<file path="src/rtl/three_behave.sv">
// three_behave: registered magnitude comparator with outcome counters.
//
// Compares two WIDTH-bit operands as either unsigned or two's-complement
// values. Each accepted sample (in_valid=1) registers one-hot G/L/E flags and
// the absolute difference D, and bumps a saturating counter for its outcome.
// The latency is one cycle.
//
// Ports:
//   clk          rising-edge clock
//   rst          synchronous, active-high reset (clears flags, D, counters)
//   in_valid     accept A/B/signed_mode this cycle
//   A, B         WIDTH-bit operands
//   signed_mode  1 = two's-complement compare, 0 = unsigned
//   cnt_clr      synchronous clear of all counters (wins over a same-cycle count)
//   out_valid    one-cycle pulse when G/L/E/D carry a new result
//   G, L, E      A > B, A < B, A == B
//   D            |A - B| as an unsigned WIDTH-bit magnitude
//   cnt_g/l/e    saturating outcome counters
module three_behave #(
  parameter int WIDTH = 4,
  parameter int CNT_W = 8
) (
  input  logic             clk,
  input  logic             rst,
  input  logic             in_valid,
  input  logic [WIDTH-1:0] A,
  input  logic [WIDTH-1:0] B,
  input  logic             signed_mode,
  input  logic             cnt_clr,
  output logic             out_valid,
  output logic             G,
  output logic             L,
  output logic             E,
  output logic [WIDTH-1:0] D,
  output logic [CNT_W-1:0] cnt_g,
  output logic [CNT_W-1:0] cnt_l,
  output logic [CNT_W-1:0] cnt_e
);

  // Counter increment that sticks at all-ones instead of wrapping.
  function automatic logic [CNT_W-1:0] sat_inc(input logic [CNT_W-1:0] c);
    return (&c) ? c : c + 1'b1;
  endfunction

  logic signed [WIDTH:0] a_ext;
  logic signed [WIDTH:0] b_ext;
  logic                  gt;
  logic                  lt;
  logic        [WIDTH:0] diff;

  // Stage p0: combinational compare. Both operands are widened by one bit
  // (sign- or zero-extended) so one signed comparator serves both modes and
  // max - min always fits without overflow.
  always_comb begin
    a_ext = signed_mode ? {A[WIDTH-1], A} : {1'b0, A};
    b_ext = signed_mode ? {B[WIDTH-1], B} : {1'b0, B};
    gt    = a_ext > b_ext;
    lt    = a_ext < b_ext;
    diff  = gt ? (a_ext - b_ext) : (b_ext - a_ext);
  end

  logic             vld_p1;
  logic             g_p1;
  logic             l_p1;
  logic             e_p1;
  logic [WIDTH-1:0] d_p1;
  logic [CNT_W-1:0] cnt_g_p1;
  logic [CNT_W-1:0] cnt_l_p1;
  logic [CNT_W-1:0] cnt_e_p1;

  // Stage p1: registered results. Results must read zero after reset, so
  // the data registers are cleared along with the control path.
  always_ff @(posedge clk) begin
    if (rst) begin
      vld_p1   <= 1'b0;
      g_p1     <= 1'b0;
      l_p1     <= 1'b0;
      e_p1     <= 1'b0;
      d_p1     <= '0;
      cnt_g_p1 <= '0;
      cnt_l_p1 <= '0;
      cnt_e_p1 <= '0;
    end else begin
      vld_p1 <= in_valid;
      if (in_valid) begin
        g_p1 <= gt;
        l_p1 <= lt;
        e_p1 <= ~(gt | lt);
        d_p1 <= diff[WIDTH-1:0];
      end
      if (cnt_clr) begin
        cnt_g_p1 <= '0;
        cnt_l_p1 <= '0;
        cnt_e_p1 <= '0;
      end else if (in_valid) begin
        if (gt)      cnt_g_p1 <= sat_inc(cnt_g_p1);
        else if (lt) cnt_l_p1 <= sat_inc(cnt_l_p1);
        else         cnt_e_p1 <= sat_inc(cnt_e_p1);
      end
    end
  end

  assign out_valid = vld_p1;
  assign G         = g_p1;
  assign L         = l_p1;
  assign E         = e_p1;
  assign D         = d_p1;
  assign cnt_g     = cnt_g_p1;
  assign cnt_l     = cnt_l_p1;
  assign cnt_e     = cnt_e_p1;

endmodule

</file>
<file path="config.mk">
export PLATFORM = sky130hd
export DESIGN_NAME = three_behave
export DESIGN_NICKNAME = d
export VERILOG_FILES = /design/src/rtl/three_behave.sv
export SDC_FILE = /design/constraint.sdc
export NUM_CORES = 1
export LEC_CHECK = 0
export CAP_MARGIN = 15
export CORE_ASPECT_RATIO = 0.5
export CORE_UTILIZATION = 44
export DETAILED_ROUTE_END_ITERATION = 6
export GPL_ROUTABILITY_DRIVEN = 0
export HOLD_SLACK_MARGIN = 0.1
export PLACE_DENSITY = 0.74
export SLEW_MARGIN = 40
export SYNTH_ARGS = -nofsm -noshare
export SYNTH_HDL_FRONTEND = slang
export SYNTH_SLANG_ARGS = --single-unit
export TNS_END_PERCENT = 1
</file>
<file path="constraint.sdc">
create_clock -name clk -period 2.35 [get_ports clk]
set_input_delay 0.705 -clock clk [delete_from_list [all_inputs] [get_ports clk]]
set_output_delay 0.705 -clock clk [all_outputs]
set_load 0.005 [all_outputs]
</file>
=== Word level (Yosys, flattened, before mapping) ===
Cells that the tools add are included.

* Register bits after elaboration: 32
* Input bits: 13
* Output and inout port bits: 32
* Word-level logic and storage cells: 32

* $add $sub $neg: 5
* Order comparisons: 2
* Multiplexer cells: 3
* Bitwise operators: 7
* Reductions and logical operators: 7

{| class="wikitable"
|+ Operators with widths
! operator !! count
|-
| $add A8 B1 Y8 const B || 3
|-
| $reduce_and A8 Y1 || 3
|-
| $mux W5 || 2
|-
| $reduce_and A4 Y1 || 2
|-
| $sub A4 B4 Y4 || 2
|-
| $not A1 Y1 || 6
|-
| $gt A5 B5 Y1 || 1
|-
| $lt A5 B5 Y1 || 1
|-
| $mux W4 || 1
|-
| $reduce_and A3 Y1 || 1
|-
| $reduce_or A2 Y1 || 1
|-
| $or A1 B1 Y1 || 1
|}

=== Longest topological paths before layout ===
Gate-level depths: netlist of run 1.

* Depth in word-level cells: 4
* Mapped depth: 10
* Mapped depth without buffers: 8

=== Worst setup path after synthesis of run 1 ===
No wires, ideal clock.

* Path type: input to register
* Start point: in A[1]
* End point: reg cnt_l_p1[5], in the netlist cnt_l[5]
* Setup time: 70 ps
* Arrival time: 2,398 ps
* Required time: 2,280 ps
* Setup slack: -119 ps
* Stages on the path: 8
* Path buffers: 0
* Path through: inv_1 > ha_1 > nor2b_4 > o211a_4 > o31ai_4 > nand3_4 > or3_1 > a21oi_1

* Longest elaborated chain between the ends: 4
* Elaborated cells on any way between the ends: 5
* Those cells by class: order compare (2); mux (1); bitwise (1); reduce/logical (1)

{| class="wikitable"
|+ Ends and longest elaborated chain
! element !! line !! text
|-
| start, declared || 26 || <nowiki>input logic [WIDTH-1:0] A,</nowiki>
|-
| $mux W5 * || 55 || <nowiki>a_ext = signed_mode ? {A[WIDTH-1], A} : {1'b0, A};</nowiki>
|-
| $gt A5 B5 Y1 || 57 || <nowiki>gt = a_ext > b_ext;</nowiki>
|-
| $not A1 Y1 (no line) || -- ||
|-
| $reduce_and A4 Y1 (no line) * || -- ||
|-
| end signal, assigned || 97 || <nowiki>else if (lt) cnt_l_p1 <= sat_inc(cnt_l_p1);</nowiki>
|-
| end, declared || 68 || <nowiki>logic [CNT_W-1:0] cnt_l_p1;</nowiki>
|}

Mark *: on every way between the ends. The rest lies on a longest branch, timed or not.
A chain may end at the register's enable or synchronous reset.

=== Worst setup path in the final report of run 1 ===
* Start point: in B[0]
* End point: reg cnt_g_p1[4], in the netlist cnt_g[4]

* Longest elaborated chain between the ends: 3

{| class="wikitable"
|+ Ends and longest elaborated chain
! element !! line !! text
|-
| start, declared || 27 || <nowiki>input logic [WIDTH-1:0] B,</nowiki>
|-
| $mux W5 || 56 || <nowiki>b_ext = signed_mode ? {B[WIDTH-1], B} : {1'b0, B};</nowiki>
|-
| $gt A5 B5 Y1 || 57 ||
|-
| $reduce_and A3 Y1 (no line) || -- ||
|-
| end signal, assigned || 96 || <nowiki>if (gt) cnt_g_p1 <= sat_inc(cnt_g_p1);</nowiki>
|-
| end, declared || 67 || <nowiki>logic [CNT_W-1:0] cnt_g_p1;</nowiki>
|}

No other way between the ends.

==> results of run 1 <==
[Yosys cell counts, types with 2 or more instances]
cell type / instances
a211oi_1: 6
a21o_1: 2
a21oi_1: 15
and3_1: 4
clkbuf_1: 6
dfxtp_1: 32
fa_1: 2
ha_1: 10
inv_1: 12
mux2i_1: 2
nand2_1: 13
nand2b_1: 2
nand3_1: 15
nand4_1: 7
nor2_1: 27
nor2b_1: 2
nor3_1: 5
nor3b_1: 4
nor4_1: 2
o21ai_0: 12
or2_2: 2
or3_1: 6
xnor2_1: 6
xor2_1: 7
[worst min path at each step]
stage                 startpoint           endpoint  slack [ns]
2_1_floorplan     E$_SDFFE_PP0P_     E$_SDFFE_PP0P_        0.47
3_3_place_gp      E$_SDFFE_PP0P_     E$_SDFFE_PP0P_        0.47
3_5_place_dp      E$_SDFFE_PP0P_     E$_SDFFE_PP0P_        0.47
4_1_cts        D[1]$_SDFFE_PP0P_  D[1]$_SDFFE_PP0P_        0.49
5_1_grt           L$_SDFFE_PP0P_     L$_SDFFE_PP0P_        0.53
6_report       D[1]$_SDFFE_PP0P_  D[1]$_SDFFE_PP0P_        0.49
[cell families after synthesis]
group	synth area share
buffers and inverters	0.0459
AO/OA/AOI/OAI	0.171
flip-flops	0.345
adder cells (fa/ha/maj)	0.0891
multiplexers	0.0108
AND/OR/NAND/NOR	0.277
XOR/XNOR	0.0614
[state kept, by name, summed over array words and instances (netlist names)]
register   flops
cnt_e          8
cnt_g          8
cnt_l          8
D              4
E              1
G              1
L              1
out_valid      1
[layer usage]
layer	vias to the layer above	wire length (um)	global-route usage
met2	44	2340	0.394
met3	10	173	0.0397
met4	0	78	0.0892
li1	936	-	-
met5	-	0	0
met1	876	2290	0.263
[power by group]
| part | switching, mW | leakage [nW] | total [mW] | internal, mW |
|---|---|---|---|---|
| Combinational | 0.160 | 0.708 | 0.325 | 0.166 |
| Sequential | 0.00777 | 0.260 | 0.563 | 0.556 |
| Clock | 0.203 | 0.0552 | 0.517 | 0.314 |
[layout make-up]
cell class / count / share of cell area
multi-input cells: 171 / 0.468
flip-flops and latches: 32 / 0.231
repair buffers: 70 / 0.222
clock buffers: 6 / 0.0261
well taps: 54 / 0.0243
inverters: 12 / 0.0162
clock inverters: 2 / 0.0126
[worst register-to-register path, cell delays in order (launching register included)]
cell      delay [ns]
dfxtp_1         0.41
ha_1            0.20
nand3_1         0.16
or3b_2          0.56
o211ai_4        0.14
buf_4           0.17
o21ai_0         0.10
a21oi_2         0.14
[cell usage in the layout, fill, tap and decap left out, types with 4 or more instances in the layout]
| cell type | instances |
|---|---|
| nor2_1 | 27 |
| and3_1 | 4 |
| nand4_1 | 7 |
| clkbuf_8 | 5 |
| a211oi_1 | 4 |
| xor2_1 | 6 |
| inv_1 | 9 |
| buf_4 | 23 |
| a21oi_1 | 12 |
| nand3_1 | 15 |
| dfxtp_1 | 32 |
| nand2_1 | 13 |
| ha_1 | 5 |
| o21ai_0 | 12 |
| or3_1 | 6 |
| clkdlybuf4s50_1 | 36 |
| nor3_1 | 5 |
| ha_4 | 4 |
| xnor2_1 | 6 |
[stage by stage]
stage               utilization  setup TNS [ns]
floorplan                     -          -0.240
global placement          0.622          -16.14
detailed placement        0.622          -17.43
CTS                       0.691               0
global route              0.700         -0.0263
finish                    0.700               0
[what timing repair did]
action / in CTS / in global routing
buffers inserted: 7 / 0
pin swaps: 8 / 13
gates resized for setup: 35 / 19
gates cloned: 1 / 0
endpoints found under the setup margin: 29 / 18
==> flow_summary.ini, run 1 <==
[sta]
max-slew-margin-rel = 0.690
worst_slew_pin_slew_ns = 0.466
fin_crit_ns = 2.29
setup_viol = 0
maxSlewViolCount = 0
max_freq_mhz = 437
hold-worst-slack_ns = 0.488
finalClockSkew_ns = 0.00357
layout_worst_path_cycle_share = 0.975
setup_ws_ns = 0.0598
hold_viol = 0

[place]
dpl.hpwl_um = 3250
placed_cells = 331
place_ws_ns = -0.754
portBuffers = 44
place_area_um2 = 2460

[route]
vias = 1866
ant_nets = 0
drc = 0
viasPerCell = 5.38
firstDrtPassIters = 4
wl_per_cell_um = 14.1
drt_wl_total_um = 4880
drt_iter0_drc = 45

[worst_setup_path]
cp_num_buf_inv = 2
path_cells = clkdlybuf4s15_1 -> ha_4 -> nand4_1 -> a21boi_2 -> a21boi_4 -> buf_6 -> o211ai_4 -> or3_1 -> a21oi_1
slowest_delay_ns = 0.38
rr_endpoint = cnt_g[3]$_SDFFE_PP0P_
crit_path_top_delay_cell = or3_1
startpoint = B[0]
startpoint_type = input port
r2r_setup_slack_ns = 0.39
crit_type = input port to register
critPathTopFamily = compound AO/OA/AOI/OAI gates
path_depth = 9
arrival_ns = 2.51
r2r-start = cnt_g[0]$_SDFFE_PP0P_
critPathCaptureType = register
cp_max_fo = 6
required_ns = 2.57
worstSetupEndpoint = cnt_g[4]$_SDFFE_PP0P_
r2r_cells = 7

[power_and_ir_drop]
power_density_nw_per_um2 = 506
p_leak_nw = 1.02
ir_worst_vdd_v = 0.000240
p_total_mw = 1.41

[synth]
ys_ff_latch = 32
synth.yosys.warnings = 0
async_flop_share = 0
yosysTopAreaCellShare = 0.345
avgSynthCellArea_um2 = 8.32
synth.cell_area_um2 = 1850
synth_largest_area_cell = dfxtp_1
synth_edf_count = 0
synth.distinct_cells = 46
ys_top_cells_by_area = dfxtp_1 35%, ha_1 6.7%, nor2_1 5.5%
netlist_instances = 223
seq_area_frac_synth = 0.345
synth_top_flop_cell = dfxtp_1
syn_nets = 248

[clock_tree]
cts_tree = yes
htree_levels = 2
clock_path_buffers = 2
cts_hold_buf = 0
root_buffer = clkbuf_8
clk_latency_ns = 0.28
cts.sinks = 32
numCtsBuffers = 5
clk_pin_slew_ns = 0.07

[grt]
grt_pass1_vias = 1619
track_usage = 0.215
grt_pass1_wl_um = 7270
antenna_found_initial = 0
grt-ovfl-total = 0
grt_max_degree = 24

[cells_and_area]
drive_gt1_frac = 0.232
fin_cells = 347
fin_area_um2 = 2780
fill_cells = 333
nNetsFinal = 317
antenna-diode-count = 0
seq_area_um2 = 641
syn_to_final_growth_pct = 49.7
multiInputGateArea_um2 = 1300

[run_status]
status = finished clean

[min_path]
holdCritPathClass = register to register
hold_path_depth = 2

[die]
placeableCoreArea_um2 = 3960
core.rowCount = 16
die_h_um = 47.9
die_area_um2 = 4490
start_util = 0.468
ioPinCount = 45
die_w_um = 93.8

[flow_run]
cap_violations = 0
Note: power is estimated with default switching activity, not from simulation.
==> run 2: changes to the inputs <==
--- a/config.mk
+++ b/config.mk
@@ -7,6 +7,7 @@
 export LEC_CHECK = 0
 export CAP_MARGIN = 15
 export CORE_ASPECT_RATIO = 0.5
+export CORE_MARGIN = 2
 export CORE_UTILIZATION = 44
 export DETAILED_ROUTE_END_ITERATION = 6
 export GPL_ROUTABILITY_DRIVEN = 0
==> flow_summary.ini, run 2 (synthesis gave the netlist of run 1 again) <==
[cells_and_area]
nNetsFinal = 319
drive_gt1_frac = 0.244
antenna-diode-count = 0
layout_common_cells = 36 x clkdlybuf4s50_1, 32 x dfxtp_1, 28 x buf_4
syn_to_final_growth_pct = 48.2
final_common_cell = clkdlybuf4s50_1
fill_cells = 327
fin_cells = 349

[grt]
track_usage = 0.222
grt_max_degree = 24
antenna_found_initial = 0
grt_pass1_vias = 1855
grt_pass1_wl_um = 8420
grt-ovfl-total = 0

[worst_setup_path]
r2r_cells = 7
r2r-start = cnt_g[0]$_SDFFE_PP0P_
crit_type = input port to register
cp_max_fo = 7
rr_endpoint = cnt_g[0]$_SDFFE_PP0P_
path_depth = 10
slowest_delay_ns = 0.34
critPathCaptureType = register
startpoint_type = input port
r2r_setup_slack_ns = 0.38
critPathTopFamily = compound AO/OA/AOI/OAI gates
cp_num_buf_inv = 3
path_cells = clkbuf_2 -> ha_4 -> nor2b_4 -> buf_4 -> o211a_4 -> o21ai_2 -> buf_4 -> nor2_1 -> xnor2_1 -> nor2_1
crit_path_top_delay_cell = o21ai_2
arrival_ns = 2.42
required_ns = 2.50

[power_and_ir_drop]
seq_power_share = 0.402
p_clk_frac = 0.370
p_sw_frac = 0.262
p_int_mw = 1.03
p_switching_uw = 368
p_comb_frac = 0.228
power_density_nw_per_um2 = 510
p_leak_nw = 1.02
ir_worst_vdd_v = 0.000287

[clock_tree]
root_buffer = clkbuf_8
clk_pin_slew_ns = 0.07
cts_tree = yes
numCtsBuffers = 5
clock_path_buffers = 2
htree_levels = 2
clk_latency_ns = 0.28
cts.sinks = 32
cts_hold_buf = 0

[die]
die_h_um = 49.9
die_w_um = 95.8
placeableCoreArea_um2 = 3960
core.rowCount = 16
ioPinCount = 45
start_util = 0.468
die_area_um2 = 4780

[sta]
setup_ws_ns = 0.0837
finalClockSkew_ns = 0.00428
max_freq_mhz = 441
fin_crit_ns = 2.27
worst_slew_pin_slew_ns = 0.511
rsz0062_at_grt = no
hold_viol = 0
fin_setup_tns_ns = 0
setup_viol = 0
layout_worst_path_cycle_share = 0.964
maxSlewViolCount = 0
max-slew-margin-rel = 0.658

[route]
wl_per_cell_um = 14.3
drt_iter0_drc = 98
ant_nets = 0
firstDrtPassIters = 4
vias = 1913
viasPerCell = 5.48
drc = 0
drt_wl_total_um = 4970

[run_status]
status = finished clean

[min_path]
hold_path_depth = 2
holdCritPathClass = register to register
hold_end = E$_SDFFE_PP0P_
worstHoldStart = E$_SDFFE_PP0P_

[place]
place_ws_ns = -0.736
portBuffers = 44
placed_cells = 331
dpl.hpwl_um = 3250

[flow_run]
cap_violations = 0
[run 2: cell types whose count changed in the layout (fill, tap and decap cells not counted), moves of 2 or more]
cell,previous run,this run
clkdlybuf4s15_1,2,0
buf_6,3,1
a21oi_1,12,14
buf_4,23,28
buf_2,3,0
clkbuf_2,3,7
[run 2: power by group through the flow]
stage | clock [mW] | sequential (mW) | combinational [mW]
after global placement | 0 | 0.575 | 0.252
final | 0.519 | 0.563 | 0.319
after global routing | 0.558 | 0.565 | 0.347
after detailed placement | 0 | 0.576 | 0.256
after CTS | 0.534 | 0.563 | 0.293
after floorplan | 0 | 0.576 | 0.141
[run 2: metrics by stage]
step           cell area (um2)  power [mW]  utilization  hold slack [ns]
3_5_place_dp              2460       0.832        0.622            0.470
4_1_cts                   2720        1.39        0.685            0.481
5_1_grt                   2750        1.47        0.693            0.510
2_1_floorplan             1860       0.718            -            0.467
3_3_place_gp              2460       0.827        0.622            0.472
6_report                  2750        1.40        0.693            0.481
[run 2: worst max path at each step]
stage          from                    end  slack [ns]
2_1_floorplan  B[3]      D[2]$_SDFFE_PP0P_       -0.07
6_report       B[1]  cnt_e[0]$_SDFFE_PP0P_        0.08
5_1_grt        A[1]      D[2]$_SDFFE_PP0P_       0.004
3_3_place_gp   B[3]      D[2]$_SDFFE_PP0P_       -0.70
3_5_place_dp   A[1]  cnt_e[3]$_SDFFE_PP0P_       -0.74
4_1_cts        A[1]      D[2]$_SDFFE_PP0P_       -0.06
[run 2: area by class of cell]
cell class	count	area, um2	share of cell area
multi-input cells	171	1270	0.461
flip-flops and latches	32	641	0.233
repair buffers	72	617	0.224
clock buffers	5	68.8	0.0250
well taps	54	67.6	0.0246
inverters	12	45.0	0.0164
clock inverters	3	42.5	0.0155
[run 2: routing by layer]
layer	share of wire	GRT usage	up-vias	wire length (um)
met5	0	0	-	0
met4	0.018	0.0857	0	91
met3	0.044	0.0398	13	219
met2	0.49	0.364	58	2410
met1	0.45	0.291	908	2250
li1	-	-	934	-
[run 2: repair_timing]
action,in CTS,in global routing
buffers inserted,5,4
cloned,1,0
pin swaps,6,10
endpoints found under the setup margin,28,20
resized for setup,26,24
[run 2: worst min-delay path: cells and delay by family (launching register included)]
family / cells / cell delay [ns]
compound gates: 1 / 0.06
flops: 1 / 0.31
simple gates: 1 / 0.06
==> run 3: changes to the inputs <==
--- a/config.mk
+++ b/config.mk
@@ -13,6 +13,7 @@
 export GPL_ROUTABILITY_DRIVEN = 0
 export HOLD_SLACK_MARGIN = 0.1
 export PLACE_DENSITY = 0.74
+export SKIP_CTS_REPAIR_TIMING = 1
 export SLEW_MARGIN = 40
 export SYNTH_ARGS = -nofsm -noshare
 export SYNTH_HDL_FRONTEND = slang
==> flow_summary.ini, run 3 (synthesis gave the netlist of run 1 again) <==
[route]
drt_wl_total_um = 4730
wl_per_cell_um = 13.7
viasPerCell = 5.32
drc = 0
firstDrtPassIters = 4
vias = 1835
ant_nets = 0
drt_iter0_drc = 67

[power_and_ir_drop]
p_total_mw = 1.39
p_leak_nw = 1.05
power_density_nw_per_um2 = 508
ir_worst_vdd_v = 0.000270

[clock_tree]
clk_pin_slew_ns = 0.07
clk_latency_ns = 0.28
numCtsBuffers = 5
root_buffer = clkbuf_8
clock_path_buffers = 2
cts.sinks = 32
cts_tree = yes
htree_levels = 2

[grt]
grt_pass1_wl_um = 7650
antenna_found_initial = 0
grt_max_degree = 24
grt_pass1_vias = 1736
grt-ovfl-total = 0
track_usage = 0.200

[cells_and_area]
drive_gt1_frac = 0.210
fill_cells = 327
final_common_cell = clkdlybuf4s50_1
fin_cells = 345
nNetsFinal = 315
layout_common_cells = 36 x clkdlybuf4s50_1, 32 x dfxtp_1, 27 x nor2_1
antenna-diode-count = 0
syn_to_final_growth_pct = 47.3

[sta]
setup_ws_ns = 0.0740
maxSlewViolCount = 0
layout_worst_path_cycle_share = 0.968
max-slew-margin-rel = 0.691
hold_viol = 0
max_freq_mhz = 439
fin_setup_tns_ns = 0
setup_viol = 0
worst_slew_pin_slew_ns = 0.462
fin_crit_ns = 2.28
finalClockSkew_ns = 0.00443

[worst_setup_path]
startpoint_type = input port
arrival_ns = 2.49
crit_type = input port to register
slowest_delay_ns = 0.52
crit_path_top_delay_cell = or4_1
cp_max_fo = 5
critPathTopFamily = compound AO/OA/AOI/OAI gates
path_cells = dlymetal6s2s_1 -> ha_4 -> nand3_1 -> a211oi_2 -> o21ai_2 -> or4_1 -> a21oi_1
cp_num_buf_inv = 1
required_ns = 2.56
critPathCaptureType = register

[die]
die_area_um2 = 4780
start_util = 0.468
placeableCoreArea_um2 = 3960
die_h_um = 49.9
ioPinCount = 45
die_w_um = 95.8
core.rowCount = 16

[flow_run]
cap_violations = 0

[min_path]
holdCritPathClass = register to register

[place]
placed_cells = 331
dpl.hpwl_um = 3250
portBuffers = 44
place_ws_ns = -0.736

[run_status]
status = finished clean
run 3: final timing paths:
kind              slack [ns]  cells after the start                    end                  start
setup / recovery        0.07                      7  cnt_e[6]$_SDFFE_PP0P_                   A[3]
hold / removal          0.48                      2         E$_SDFFE_PP0P_         E$_SDFFE_PP0P_
setup reg to reg        0.42                      7  cnt_g[0]$_SDFFE_PP0P_  cnt_g[0]$_SDFFE_PP0P_
hold reg to reg         0.48                      2         E$_SDFFE_PP0P_         E$_SDFFE_PP0P_
run 3: final cells by class:
cell class / count / area (um2) / share of cell area
timing repair buffer: 68 / 618 / 0.226
clock buffer: 5 / 68.8 / 0.0252
inverter: 12 / 45.0 / 0.0165
sequential: 32 / 641 / 0.235
tap: 54 / 67.6 / 0.0247
clock inverter: 3 / 42.5 / 0.0156
multi-input combinational: 171 / 1250 / 0.457
run 3: worst reg2reg max path, delay by kind of cell (launching register included):
kind                       cells  cell delay [ns]
AOI/OAI and AO/OA              1             0.16
adders and majority gates      1             0.19
DFF                            1             0.41
and+or+nand+nor                3             0.73
xor gates and xnor gates       1             0.14
buffers and inverters          1             0.19
run 3: metrics by stage:
step                hold slack (ns)  utilization  cell area, um2
floorplan                     0.467            -            1860
global placement              0.472        0.622            2460
detailed placement            0.470        0.622            2460
CTS                           0.481        0.650            2580
global route                  0.510        0.689            2730
finish                        0.479        0.689            2730
run 3: power by group:
group          internal, mW  switching, mW
Sequential            0.556        0.00793
Combinational         0.158          0.148
Clock                 0.313          0.203
run 3: metal layers:
| metal | share of wire | vias up | GRT usage |
|---|---|---|---|
| met2 | 0.46 | 34 | 0.322 |
| met1 | 0.47 | 879 | 0.273 |
| met4 | 0.011 | 0 | 0.0667 |
| met5 | 0 | - | 0 |
| met3 | 0.051 | 5 | 0.0336 |
| li1 | - | 917 | - |
